$ cat src/rtl/mpi_arb_pkg.sv
// mpi_arb_pkg: shared types and helpers for the MPI bus DMA arbiter.
//   state_t      - arbiter FSM states
//   OWNER_W      - width of the owner index
//   MAXREQ       - widest requester vector the helpers accept
//   pick_winner  - fixed-priority or round-robin winner selection
package mpi_arb_pkg;

    typedef enum logic [2:0] {
        IDLE,
        REQ,
        GRANT,
        OWN,
        REL
    } state_t;

    localparam int OWNER_W = 3;
    localparam int MAXREQ  = 8;

    // Requests are zero-extended to MAXREQ bits by the caller. Because the
    // unused upper bits are zero, wrapping modulo MAXREQ in round-robin mode
    // gives the same answer as wrapping modulo the real requester count.
    function automatic logic [OWNER_W-1:0] pick_winner(
        input logic [MAXREQ-1:0]  req,
        input logic [OWNER_W-1:0] ptr,
        input logic               rr
    );
        logic [OWNER_W-1:0] idx;
        logic [OWNER_W-1:0] pick;
        logic               found;
        pick  = '0;
        found = 1'b0;
        for (int i = 0; i < MAXREQ; i++) begin
            idx = rr ? (ptr + OWNER_W'(i + 1)) : OWNER_W'(i);
            if (!found && req[idx]) begin
                pick  = idx;
                found = 1'b1;
            end
        end
        return pick;
    endfunction

endpackage

$ cat src/rtl/mpi_sync.sv
// mpi_sync: W-bit two-flop synchronizer, asynchronous reset to 0.
//   clk - destination clock
//   rst - asynchronous active-high reset
//   d   - asynchronous input
//   q   - synchronized output (two clock edges of latency)
module mpi_sync #(
    parameter int W = 1
) (
    input  logic         clk,
    input  logic         rst,
    input  logic [W-1:0] d,
    output logic [W-1:0] q
);

    logic [W-1:0] meta_reg;
    logic [W-1:0] sync_reg;

    always_ff @(posedge clk or posedge rst) begin
        if (rst) begin
            meta_reg <= '0;
            sync_reg <= '0;
        end else begin
            meta_reg <= d;
            sync_reg <= meta_reg;
        end
    end

    assign q = sync_reg;

endmodule

$ cat src/rtl/mpi_dma_arbiter.sv
// mpi_dma_arbiter: DMA bus-mastership arbiter for the MPI system bus.
// Gathers master requests, asks the CPU for the bus (cpu_dmr / cpu_dmgo),
// grants one master, tracks its SACK ownership and times out silent masters.
//   pin_clk  - system clock
//   pin_init - asynchronous active-high reset
//   req      - per-master DMA request (asynchronous)
//   sack     - per-master selection acknowledge (asynchronous)
//   cpu_dmgo - CPU bus release (asynchronous)
//   cpu_dmr  - bus request to the CPU
//   gnt      - one-hot grant to masters
//   owner    - index of current grantee/owner, valid while busy
//   busy     - high in GRANT and OWN
//   tmo      - one-cycle pulse when a grant times out without SACK
module mpi_dma_arbiter
    import mpi_arb_pkg::*;
#(
    parameter int NREQ   = 4,
    parameter int ACK_TO = 64,
    parameter int RR     = 0
) (
    input  logic               pin_clk,
    input  logic               pin_init,
    input  logic [NREQ-1:0]    req,
    input  logic [NREQ-1:0]    sack,
    input  logic               cpu_dmgo,
    output logic               cpu_dmr,
    output logic [NREQ-1:0]    gnt,
    output logic [OWNER_W-1:0] owner,
    output logic               busy,
    output logic               tmo
);

    localparam int TW = $clog2(ACK_TO);
    localparam logic [TW-1:0] TMO_LAST = TW'(ACK_TO - 1);

    logic [NREQ-1:0] rq_s;
    logic [NREQ-1:0] sk_s;
    logic            dg_s;

    mpi_sync #(.W(NREQ)) u_sync_req  (.clk(pin_clk), .rst(pin_init), .d(req),      .q(rq_s));
    mpi_sync #(.W(NREQ)) u_sync_sack (.clk(pin_clk), .rst(pin_init), .d(sack),     .q(sk_s));
    mpi_sync #(.W(1))    u_sync_dmgo (.clk(pin_clk), .rst(pin_init), .d(cpu_dmgo), .q(dg_s));

    state_t             state_reg, state_next;
    logic [TW-1:0]      timer_reg, timer_next;
    logic [OWNER_W-1:0] ptr_reg, ptr_next;
    logic [OWNER_W-1:0] owner_reg, owner_next;
    logic [NREQ-1:0]    gnt_reg, gnt_next;
    logic               dmr_reg, dmr_next;
    logic               busy_reg, busy_next;
    logic               tmo_reg, tmo_next;

    // Zero-extended copies so the package helper and the owner index can be
    // used without out-of-range selects when NREQ < MAXREQ.
    logic [MAXREQ-1:0]  rq8;
    logic [MAXREQ-1:0]  sk8;
    logic [OWNER_W-1:0] winner;
    logic [NREQ-1:0]    win_oh;
    logic               sk_own;

    always_comb begin
        rq8 = '0;
        sk8 = '0;
        rq8[NREQ-1:0] = rq_s;
        sk8[NREQ-1:0] = sk_s;
    end

    assign winner = pick_winner(rq8, ptr_reg, RR != 0);
    assign sk_own = sk8[owner_reg];

    for (genvar gi = 0; gi < NREQ; gi++) begin : g_win_oh
        assign win_oh[gi] = (winner == OWNER_W'(gi));
    end

    always_ff @(posedge pin_clk or posedge pin_init) begin
        if (pin_init) begin
            state_reg <= IDLE;
            timer_reg <= '0;
            ptr_reg   <= OWNER_W'(NREQ - 1);
            owner_reg <= '0;
            gnt_reg   <= '0;
            dmr_reg   <= 1'b0;
            busy_reg  <= 1'b0;
            tmo_reg   <= 1'b0;
        end else begin
            state_reg <= state_next;
            timer_reg <= timer_next;
            ptr_reg   <= ptr_next;
            owner_reg <= owner_next;
            gnt_reg   <= gnt_next;
            dmr_reg   <= dmr_next;
            busy_reg  <= busy_next;
            tmo_reg   <= tmo_next;
        end
    end

    always_comb begin
        state_next = state_reg;
        timer_next = timer_reg;
        ptr_next   = ptr_reg;
        owner_next = owner_reg;
        gnt_next   = gnt_reg;
        dmr_next   = dmr_reg;
        tmo_next   = 1'b0;

        case (state_reg)
            IDLE: begin
                if (|rq_s) begin
                    dmr_next   = 1'b1;
                    state_next = REQ;
                end
            end
            REQ: begin
                if (dg_s) begin
                    if (|rq_s) begin
                        gnt_next   = win_oh;
                        owner_next = winner;
                        timer_next = '0;
                        state_next = GRANT;
                    end else begin
                        // Requester vanished before the CPU let go: hand the bus back.
                        dmr_next   = 1'b0;
                        state_next = REL;
                    end
                end
            end
            GRANT: begin
                if (!dg_s) begin
                    gnt_next   = '0;
                    dmr_next   = 1'b0;
                    state_next = REL;
                end else if (sk_own) begin
                    gnt_next   = '0;
                    ptr_next   = owner_reg;
                    state_next = OWN;
                end else if (timer_reg == TMO_LAST) begin
                    gnt_next   = '0;
                    tmo_next   = 1'b1;
                    ptr_next   = owner_reg;
                    dmr_next   = 1'b0;
                    state_next = REL;
                end else begin
                    timer_next = timer_reg + TW'(1);
                end
            end
            OWN: begin
                gnt_next = '0;
                if (!sk_own) begin
                    if (|rq_s) begin
                        // Chain straight to the next master while still holding the bus.
                        gnt_next   = win_oh;
                        owner_next = winner;
                        timer_next = '0;
                        state_next = GRANT;
                    end else begin
                        dmr_next   = 1'b0;
                        state_next = REL;
                    end
                end
            end
            REL: begin
                gnt_next = '0;
                dmr_next = 1'b0;
                if (!dg_s) begin
                    state_next = IDLE;
                end
            end
            default: begin
                gnt_next   = '0;
                dmr_next   = 1'b0;
                state_next = IDLE;
            end
        endcase

        busy_next = (state_next == GRANT) || (state_next == OWN);
    end

    assign cpu_dmr = dmr_reg;
    assign gnt     = gnt_reg;
    assign owner   = owner_reg;
    assign busy    = busy_reg;
    assign tmo     = tmo_reg;

endmodule

$ cat config.mk
export PLATFORM = sky130hd
export DESIGN_NAME = mpi_dma_arbiter
export DESIGN_NICKNAME = d
export VERILOG_FILES = /design/src/rtl/mpi_arb_pkg.sv /design/src/rtl/mpi_sync.sv /design/src/rtl/mpi_dma_arbiter.sv
export SDC_FILE = /design/constraint.sdc
export NUM_CORES = 1
export LEC_CHECK = 0
export CAP_MARGIN = 0
export CELL_PAD_IN_SITES_DETAIL_PLACEMENT = 2
export CELL_PAD_IN_SITES_GLOBAL_PLACEMENT = 2
export CORE_UTILIZATION = 37
export DETAILED_ROUTE_END_ITERATION = 8
export PLACE_DENSITY_LB_ADDON = 0.1
export SLEW_MARGIN = 40
export SYNTH_ARGS = -nofsm -noshare
export SYNTH_HDL_FRONTEND = slang
export SYNTH_SLANG_ARGS = --single-unit
$ cat constraint.sdc
create_clock -name pin_clk -period 3.9 [get_ports pin_clk]
set_clock_uncertainty 0.1 [all_clocks]
set_input_delay 0.39 -clock pin_clk [delete_from_list [all_inputs] [get_ports pin_clk]]
set_output_delay 0.39 -clock pin_clk [all_outputs]
set_load 0.02 [all_outputs]
==> results of run 1 <==
critical path: stages (launching register included):
cell and delay [ns]:
dfrtp_1 0.43, ha_1 0.27, and3_1 0.21, and3_1 0.29, o41a_1 0.50, or4_1 0.53, a21oi_1 0.16
cell type report:
class	count	area [sq um]	area share, %
Tap cell	48	60.1	3.30
Clock buffer	6	72.6	3.98
Timing Repair Buffer	20	198	10.9
Clock inverter	1	5.00	0.275
Multi-Input combinational cell	84	556	30.5
Inverter	8	30.0	1.65
Sequential cell	36	901	49.5
cells in the mapped netlist, drive strengths merged (2+ instances only):
cell / number
nor4: 2
a21oi: 6
nor2: 10
clkbuf: 5
and3: 3
buf: 3
o22ai: 3
or4: 3
a32o: 3
o21ai: 7
inv: 8
o41ai: 2
o211ai: 4
o31ai: 6
nor3: 7
dfrtp: 36
nand2: 9
nand3: 4
per-layer routing:
metal  global-route usage [%]  wire length, microns
met1                     27.5                  1750
met2                     34.2                  1950
met3                     6.03                   123
met4                     7.18                    42
met5                        0                     0
worst min path at each step:
stage	end	slack [ns]	cells past startpoint
finish	u_sync_req.q[0]	0.24	0
global route	u_sync_req.q[3]	0.26	0
CTS	u_sync_req.q[0]	0.25	0
detailed placement	u_sync_sack.q[2]	0.24	0
global placement	u_sync_sack.q[2]	0.23	0
floorplan	u_sync_dmgo.q	0.23	0
per-stage QoR:
step / instance area, sq um / instances
finish: 1820 / 203
CTS: 1820 / 203
global placement: 1740 / 196
detailed placement: 1740 / 196
floorplan: 1520 / 136
global route: 1820 / 203
cells by family after synthesis:
logic type	after synthesis	synth area share, %
buffers and inverters	16	4.37
other	1	0.247
AO/OA/AOI/OAI	39	19.6
AND/OR/NAND/NOR	41	13.4
adder cells (fa/ha/maj)	1	0.825
multiplexers	2	2.15
flip-flops	36	59.4
report_power, final:
part	internal (mW)	leakage [nW]	switching [mW]	total (mW)
clock	0.121	0.0410	0.128	0.250
combinational	0.174	0.280	0.276	0.451
sequential	0.432	0.448	0.0758	0.508
==> out/qor.yml, run 1 <==
place:
  portBuffers: 19
  pre_cts_ws_ns: 1.35
  dp_hpwl_microns: 2730
  place_congestion: 0.807
clock_network:
  clock_latency_ns: 0.29
  cts_resized: 0
  cts_buffers: 5
  htree_num_levels: 2
  root_buffer: "clkbuf_8"
  cts_tree: "yes"
  postCtsSetupRepairBufs: 0
  clkTransAtPathRegs_ns: 0.08
  clockBufferDepth: 2
  cts_hold_buf: 0
  clock-sinks: 36
die:
  row_count: 22
  start_util_pct: 39.9
  die_y_microns: 66.0
  ioPinCount: 21
  dieArea_sq_mm: 0.00436
  coreArea_sq_mm: 0.00380
  die_x_microns: 66.0
layout:
  largest_reg_flops: 6
  utilization_pct: 48.0
  diodes: 0
  area_growth_syn_to_layout_pct: 20.1
  layout_commonest_cell: "dfrtp_1"
  final_cell_mix: "dfrtp_1, clkdlybuf4s50_1, nor2_1, nand2_1, inv_1"
  nFillCells: 396
  drive_above_1_share_pct: 7.74
  finalNetCount: 167
detailed_routing:
  wire_per_inst_microns: 19.0
  ant_nets: 0
  drc: 0
  drtIter0Drc: 40
  wl_microns: 3870
  first_pass_iters: 4
  routed_via_density: 5.66
  via_count: 1148
power_and_ir_drop:
  p_leak_nw: 0.769
  vdd_drop_max_mv: 0.414
  pwr_density_cell_mw_per_mm2: 663
  p_total_mw: 1.21
outcome:
  outcome: "finished clean"
sta:
  worstMarginPinSlew_ns: 0.627
  fin_hold_ws_ns: 0.240
  min_period_ns: 2.57
  relSlewSlack_pct: 58.0
  period_share_pct: 65.8
  slew_violations: 0
  clock.fmax_mhz: 390
  hold_viol_final: 0
  setup_viol: 0
  layout_setup_ws_ns: 1.33
  rsz0062_at_grt: "false"
  fin_tns_setup_ns: 0
global_routing:
  gr-usage-all-layers_pct: 21.3
  antenna_found_initial: 0
  grt_overflow: 0
  grt_pass1_wl_microns: 6660
  grt_max_degree: 37
  grt_pass1_vias: 1291
run:
  maxCapViolCount: 0
worst_hold_path:
  min-delay-start: "u_sync_req.meta_reg[0]"
  hold_path.class: "flip-flop to flip-flop"
synthesis:
  synth_nets: 148
  synth_cell_type_count: 36
  synth_edf_count: 0
  syn-mean-instance-area_sq_um: 11.2
  ys.flop_type: "dfrtp_1"
  synthCells: 136
  synth_area_sq_mm: 0.00152
  synth_seq_cells: 36
  yosysSeqAreaShare_pct: 59.4
  async_flop_share_pct: 100
  ys.warnings.count: 0
  synthDominantCellAreaShare_pct: 59.4
  netlist.top_cell.by_area: "dfrtp_1"
  ys_top_cells_by_area: "dfrtp_1, nor2_1, o31ai_1, o21ai_0, nand2_1"
worst_setup_path:
  critical_path_class: "flip-flop to flip-flop"
  r2r_cells: 6
  regToRegEndpoint: "timer_reg[5]"
  crit_path_end_kind: "flip-flop"
  cp_max_fo: 10
  r2r_setup_slack_ns: 1.33
  start_kind: "flip-flop"
  r2r_start: "timer_reg[0]"
  required_ns: 4.01
  worst-endpoint-arrival_ns: 2.67
  crit_start: "timer_reg[0]"
  endpoint: "timer_reg[5]"
Note: power is estimated with default switching activity, not from simulation.
==> inputs of run 2 (changes only) <==
--- a/config.mk
+++ b/config.mk
@@ -8,7 +8,7 @@
 export CAP_MARGIN = 0
 export CELL_PAD_IN_SITES_DETAIL_PLACEMENT = 2
 export CELL_PAD_IN_SITES_GLOBAL_PLACEMENT = 2
-export CORE_UTILIZATION = 37
+export CORE_UTILIZATION = 35
 export DETAILED_ROUTE_END_ITERATION = 8
 export PLACE_DENSITY_LB_ADDON = 0.1
 export SLEW_MARGIN = 40
==> constraint.sdc (replaced) <==
create_clock -name pin_clk -period 2.6 [get_ports pin_clk]
set_clock_uncertainty 0.1 [all_clocks]
set_input_delay 0.26 -clock pin_clk [delete_from_list [all_inputs] [get_ports pin_clk]]
set_output_delay 0.26 -clock pin_clk [all_outputs]
set_load 0.02 [all_outputs]
==> run 2 against run 1 <==
Compared with the run above:
- worst hold slack improved by 0.011 ns
- final cell count rose by 4.9%
- global-route usage fell by 1.8 points
- die area rose by 5.5%
- first-iteration DRC count rose by 78%
- critical path depth did not move
- clock power rose by 64%
- count of clock-buffer cells in the layout fell by 1
- largest cell class unchanged
- largest power group is now combinational cells
==> out/qor.yml, run 2 (synthesis results as in run 1) <==
die:
  row_count: 23
  coreArea_sq_mm: 0.00409
  die_x_microns: 67.8
  die_y_microns: 67.8
  ioPinCount: 21
  dieArea_sq_mm: 0.00460
  start_util_pct: 37.1
sta:
  fin_tns_setup_ns: 0
  clock.fmax_mhz: 415
  relSlewSlack_pct: 59.6
  worstMarginPinSlew_ns: 0.602
  min_period_ns: 2.41
  slew_violations: 0
  period_share_pct: 92.7
  fin_hold_ws_ns: 0.251
  setup_viol: 0
  rsz0062_at_grt: "false"
  hold_viol_final: 0
clock_network:
  clockBufferDepth: 2
  cts_resized: 0
  root_buffer: "clkbuf_8"
  clkTransAtPathRegs_ns: 0.08
  htree_num_levels: 2
  postCtsSetupRepairBufs: 0
  cts_tree: "yes"
  cts_buffers: 5
  cts_hold_buf: 0
  clock-sinks: 36
  clock_latency_ns: 0.30
global_routing:
  gr-usage-all-layers_pct: 19.5
  grt_pass1_vias: 1254
  antenna_found_initial: 0
  grt_max_degree: 37
  grt_overflow: 0
  grt_pass1_wl_microns: 6290
worst_setup_path:
  cp_top_family: "simple AND/OR/NAND/NOR gates"
  r2r_start: "timer_reg[0]"
  crit_top_cell: "and3_1"
  start_kind: "flip-flop"
  crit_path_end_kind: "flip-flop"
  critical_path.cell_chain: "ha_1 > and3_1 > and3_1 > o41a_1 > or4_1 > a21oi_1"
  max_stage_delay_ns: 0.52
  worst-endpoint-arrival_ns: 2.53
  crit_buf_inv: 0
  critical_path_class: "flip-flop to flip-flop"
  cp_max_fo: 10
  required_ns: 2.72
  crit_start: "timer_reg[0]"
  slowest_stage: "or4_1"
outcome:
  outcome: "finished clean"
detailed_routing:
  routed_via_density: 5.54
  drtIter0Drc: 71
  wl_microns: 3790
  drc: 0
  via_count: 1180
  first_pass_iters: 4
  ant_nets: 0
  wire_per_inst_microns: 17.8
power_and_ir_drop:
  p_leak_nw: 0.802
  pwr_density_cell_mw_per_mm2: 1010
  vdd_drop_max_mv: 0.355
layout:
  nFillCells: 441
  layout_commonest_cell: "dfrtp_1"
  finalNetCount: 174
  diodes: 0
  drive_above_1_share_pct: 12.3
  largest_reg_flops: 6
  area_growth_syn_to_layout_pct: 24.3
  multi_input_area_sq_um: 549
  final_cell_mix: "dfrtp_1, clkdlybuf4s50_1, nor2_1, nand2_1"
  seqCellArea_sq_um: 901
place:
  place_congestion: 0.857
  portBuffers: 19
  dp_hpwl_microns: 2750
run:
  maxCapViolCount: 0
worst_hold_path:
  hold_path.class: "flip-flop to flip-flop"
  min-delay-start: "u_sync_sack.meta_reg[3]"
run 2: worst paths after layout:
path | endpoint | slack [ns] | depth (start not counted)
min in group asynchronous | owner[1] | 0.27 | 3
max | timer_reg[5] | 0.19 | 6
min reg2reg | u_sync_sack.q[3] | 0.25 | 0
max reg2reg | timer_reg[5] | 0.19 | 6
max in group asynchronous | gnt[3] | 1.80 | 3
min | u_sync_sack.q[3] | 0.25 | 0
run 2: layout make-up:
cell class / count / area share [%]
tap: 50 / 3.32
clock buffer: 5 / 3.65
multi-input combinational: 84 / 29.1
clock inverter: 3 / 1.26
sequential: 36 / 47.8
timing repair buffer: 27 / 13.3
inverter: 8 / 1.59
run 2: per-stage QoR:
stage | std cells | power [mW] | setup slack [ns] | utilization (%) | cell area (sq um)
finish | 213 | 1.91 | 0.189 | 46.1 | 1890
detailed placement | 205 | 1.51 | 0.208 | 43.9 | 1790
floorplan | 136 | 1.22 | 0.220 | - | 1520
CTS | 213 | 1.94 | 0.189 | 46.1 | 1890
global placement | 205 | 1.48 | 0.291 | 43.9 | 1790
global route | 213 | 2.03 | 0.0356 | 46.1 | 1890
run 2: where the power goes:
part / leakage (nW) / switching, mW / total (mW) / internal (mW)
sequential: 0.448 / 0.0783 / 0.726 / 0.648
clock: 0.0404 / 0.222 / 0.411 / 0.190
combinational: 0.314 / 0.458 / 0.773 / 0.315
run 2: routing by layer:
metal	up-vias	routed length [microns]	share of wire, %	GRT usage [%]
met4	0	72	1.9	8.33
met5	-	0	0	0
met1	595	1660	44	22.9
met2	22	1890	50	32.1
li1	553	-	-	-
met3	10	162	4.3	6.83
==> inputs of run 3 (changes only) <==
--- a/config.mk
+++ b/config.mk
@@ -6,7 +6,7 @@
 export NUM_CORES = 1
 export LEC_CHECK = 0
 export CAP_MARGIN = 0
-export CELL_PAD_IN_SITES_DETAIL_PLACEMENT = 2
+export CELL_PAD_IN_SITES_DETAIL_PLACEMENT = 0
 export CELL_PAD_IN_SITES_GLOBAL_PLACEMENT = 2
 export CORE_UTILIZATION = 35
 export DETAILED_ROUTE_END_ITERATION = 8
==> run 3 against run 2 <==
Compared with the run above:
- clock power is 2% higher
- maximum frequency is 0.43% higher
- register-to-register slack hardly changed
- cell area is 0.20% higher
- worst hold slack worse by 0.00070 ns
- utilization is 0.092 points higher
- routed wire length is 17% lower
- flip-flop and latch count stayed put
- sequential share of layout area is 0.095 points lower
- critical path type unchanged
- largest cell class unchanged
==> out/qor.yml, run 3 (synthesis results as in run 1) <==
clock_network:
  cts_tree: "yes"
  clkTransAtPathRegs_ns: 0.07
  htree_num_levels: 2
  clockBufferDepth: 2
  clock_latency_ns: 0.28
  cts_buffers: 5
  cts_resized: 0
  postCtsSetupRepairBufs: 0
  clock-sinks: 36
  cts_hold_buf: 0
  root_buffer: "clkbuf_8"
die:
  coreArea_sq_mm: 0.00409
  dieArea_sq_mm: 0.00460
  ioPinCount: 21
  row_count: 23
  die_y_microns: 67.8
  die_x_microns: 67.8
  start_util_pct: 37.1
detailed_routing:
  wl_microns: 3140
  ant_nets: 0
  wire_per_inst_microns: 14.8
  drtIter0Drc: 93
  first_pass_iters: 6
  routed_via_density: 5.46
  via_count: 1158
  drc: 0
sta:
  clock.fmax_mhz: 417
  rsz0062_at_grt: "false"
  min_period_ns: 2.40
  worstMarginPinSlew_ns: 0.585
  period_share_pct: 92.3
  slew_violations: 0
  relSlewSlack_pct: 60.8
  hold_viol_final: 0
  setup_viol: 0
  fin_tns_setup_ns: 0
global_routing:
  grt_max_degree: 37
  grt_overflow: 0
  gr-usage-all-layers_pct: 15.6
  grt_pass1_wl_microns: 5140
  grt_pass1_vias: 1080
  antenna_found_initial: 0
worst_setup_path:
  required_ns: 2.71
  critical_path_class: "flip-flop to flip-flop"
  cp_max_fo: 10
  critical_path.cell_chain: "mux4_2 > o41a_1 > or4_1 > a21oi_1"
  max_stage_delay_ns: 0.62
  slowest_stage: "mux4_2"
  start_kind: "flip-flop"
  worst-endpoint-arrival_ns: 2.51
  crit_path_end_kind: "flip-flop"
layout:
  area_growth_syn_to_layout_pct: 24.6
  instances_no_fill: 212
  nFillCells: 377
  drive_above_1_share_pct: 11.7
  seqCellArea_sq_um: 901
  final_cell_mix: "dfrtp_1, clkdlybuf4s50_1, nor2_1, nand2_1"
  finalNetCount: 174
  largest_reg_flops: 6
  design_area_sq_mm: 0.00189
  layout_commonest_cell: "dfrtp_1"
  diodes: 0
  multi_input_area_sq_um: 549
power_and_ir_drop:
  p_sw_uw: 684
  p_total_mw: 1.88
  p_leak_nw: 0.812
  vdd_drop_max_mv: 0.437
  p_int_mw: 1.20
  switching_share_pct: 36.4
  p_clk_share_pct: 22.3
  pwr_density_cell_mw_per_mm2: 996
  power.share.sequential_pct: 38.3
  p_comb_share_pct: 39.4
place:
  place_congestion: 0.857
  portBuffers: 19
  place_area_sq_mm: 0.00179
  dp_cells: 205
  dp_hpwl_microns: 2250
run:
  maxCapViolCount: 0
outcome:
  outcome: "finished clean"
worst_hold_path:
  hold_path.class: "flip-flop to flip-flop"
run 3: path summary, 6_finish.rpt:
path | start | to | slack, ns | cells after the start
max | owner[0] | timer_reg[3] | 0.20 | 4
min | u_sync_sack.meta_reg[1] | u_sync_sack.q[1] | 0.25 | 0
max reg2reg | owner[0] | timer_reg[3] | 0.20 | 4
min reg2reg | u_sync_sack.meta_reg[1] | u_sync_sack.q[1] | 0.25 | 0
max in group asynchronous | pin_init | gnt[3] | 1.77 | 3
min in group asynchronous | pin_init | timer_reg[1] | 0.30 | 3
run 3: worst max-delay path, delay by kind of cell (launching register included):
family | cells | cell delay (ns)
compound gates | 2 | 0.70
mux | 1 | 0.62
simple gates | 1 | 0.51
flops | 1 | 0.40
run 3: layer usage:
| layer | up-vias | track usage, % | routed length (microns) | part of all wire [%] |
|---|---|---|---|---|
| met1 | 551 | 21.1 | 1530 | 49 |
| met3 | 10 | 4.83 | 139 | 4.4 |
| met2 | 44 | 22.5 | 1390 | 44 |
| li1 | 553 | - | - | - |
| met5 | - | 0 | 0 | 0 |
| met4 | 0 | 7.81 | 78 | 2.5 |
run 3: layout make-up:
| cell class | instances | area share, % |
|---|---|---|
| sequential | 36 | 47.7 |
| tap | 50 | 3.31 |
| multi-input combinational | 84 | 29.1 |
| timing repair buffer | 27 | 13.2 |
| clock buffer | 7 | 5.10 |
| inverter | 8 | 1.59 |
run 3: through the flow:
stage / util [%] / hold slack (ns) / setup WS (ns)
4_1_cts: 46.2 / 0.253 / 0.208
5_1_grt: 46.2 / 0.257 / 0.0842
6_report: 46.2 / 0.250 / 0.199
3_5_place_dp: 43.9 / 0.236 / 0.234
3_3_place_gp: 43.9 / 0.233 / 0.291
2_1_floorplan: - / 0.191 / 0.220
run 3: power groups by stage:
stage                     Sequential [mW]  Clock, mW  Combinational (mW)
after floorplan                     0.751          0               0.464
after global placement              0.734          0               0.742
after detailed placement            0.734          0               0.740
after CTS                           0.723      0.439               0.744
after global routing                0.732      0.456               0.821
final                               0.722      0.419               0.742
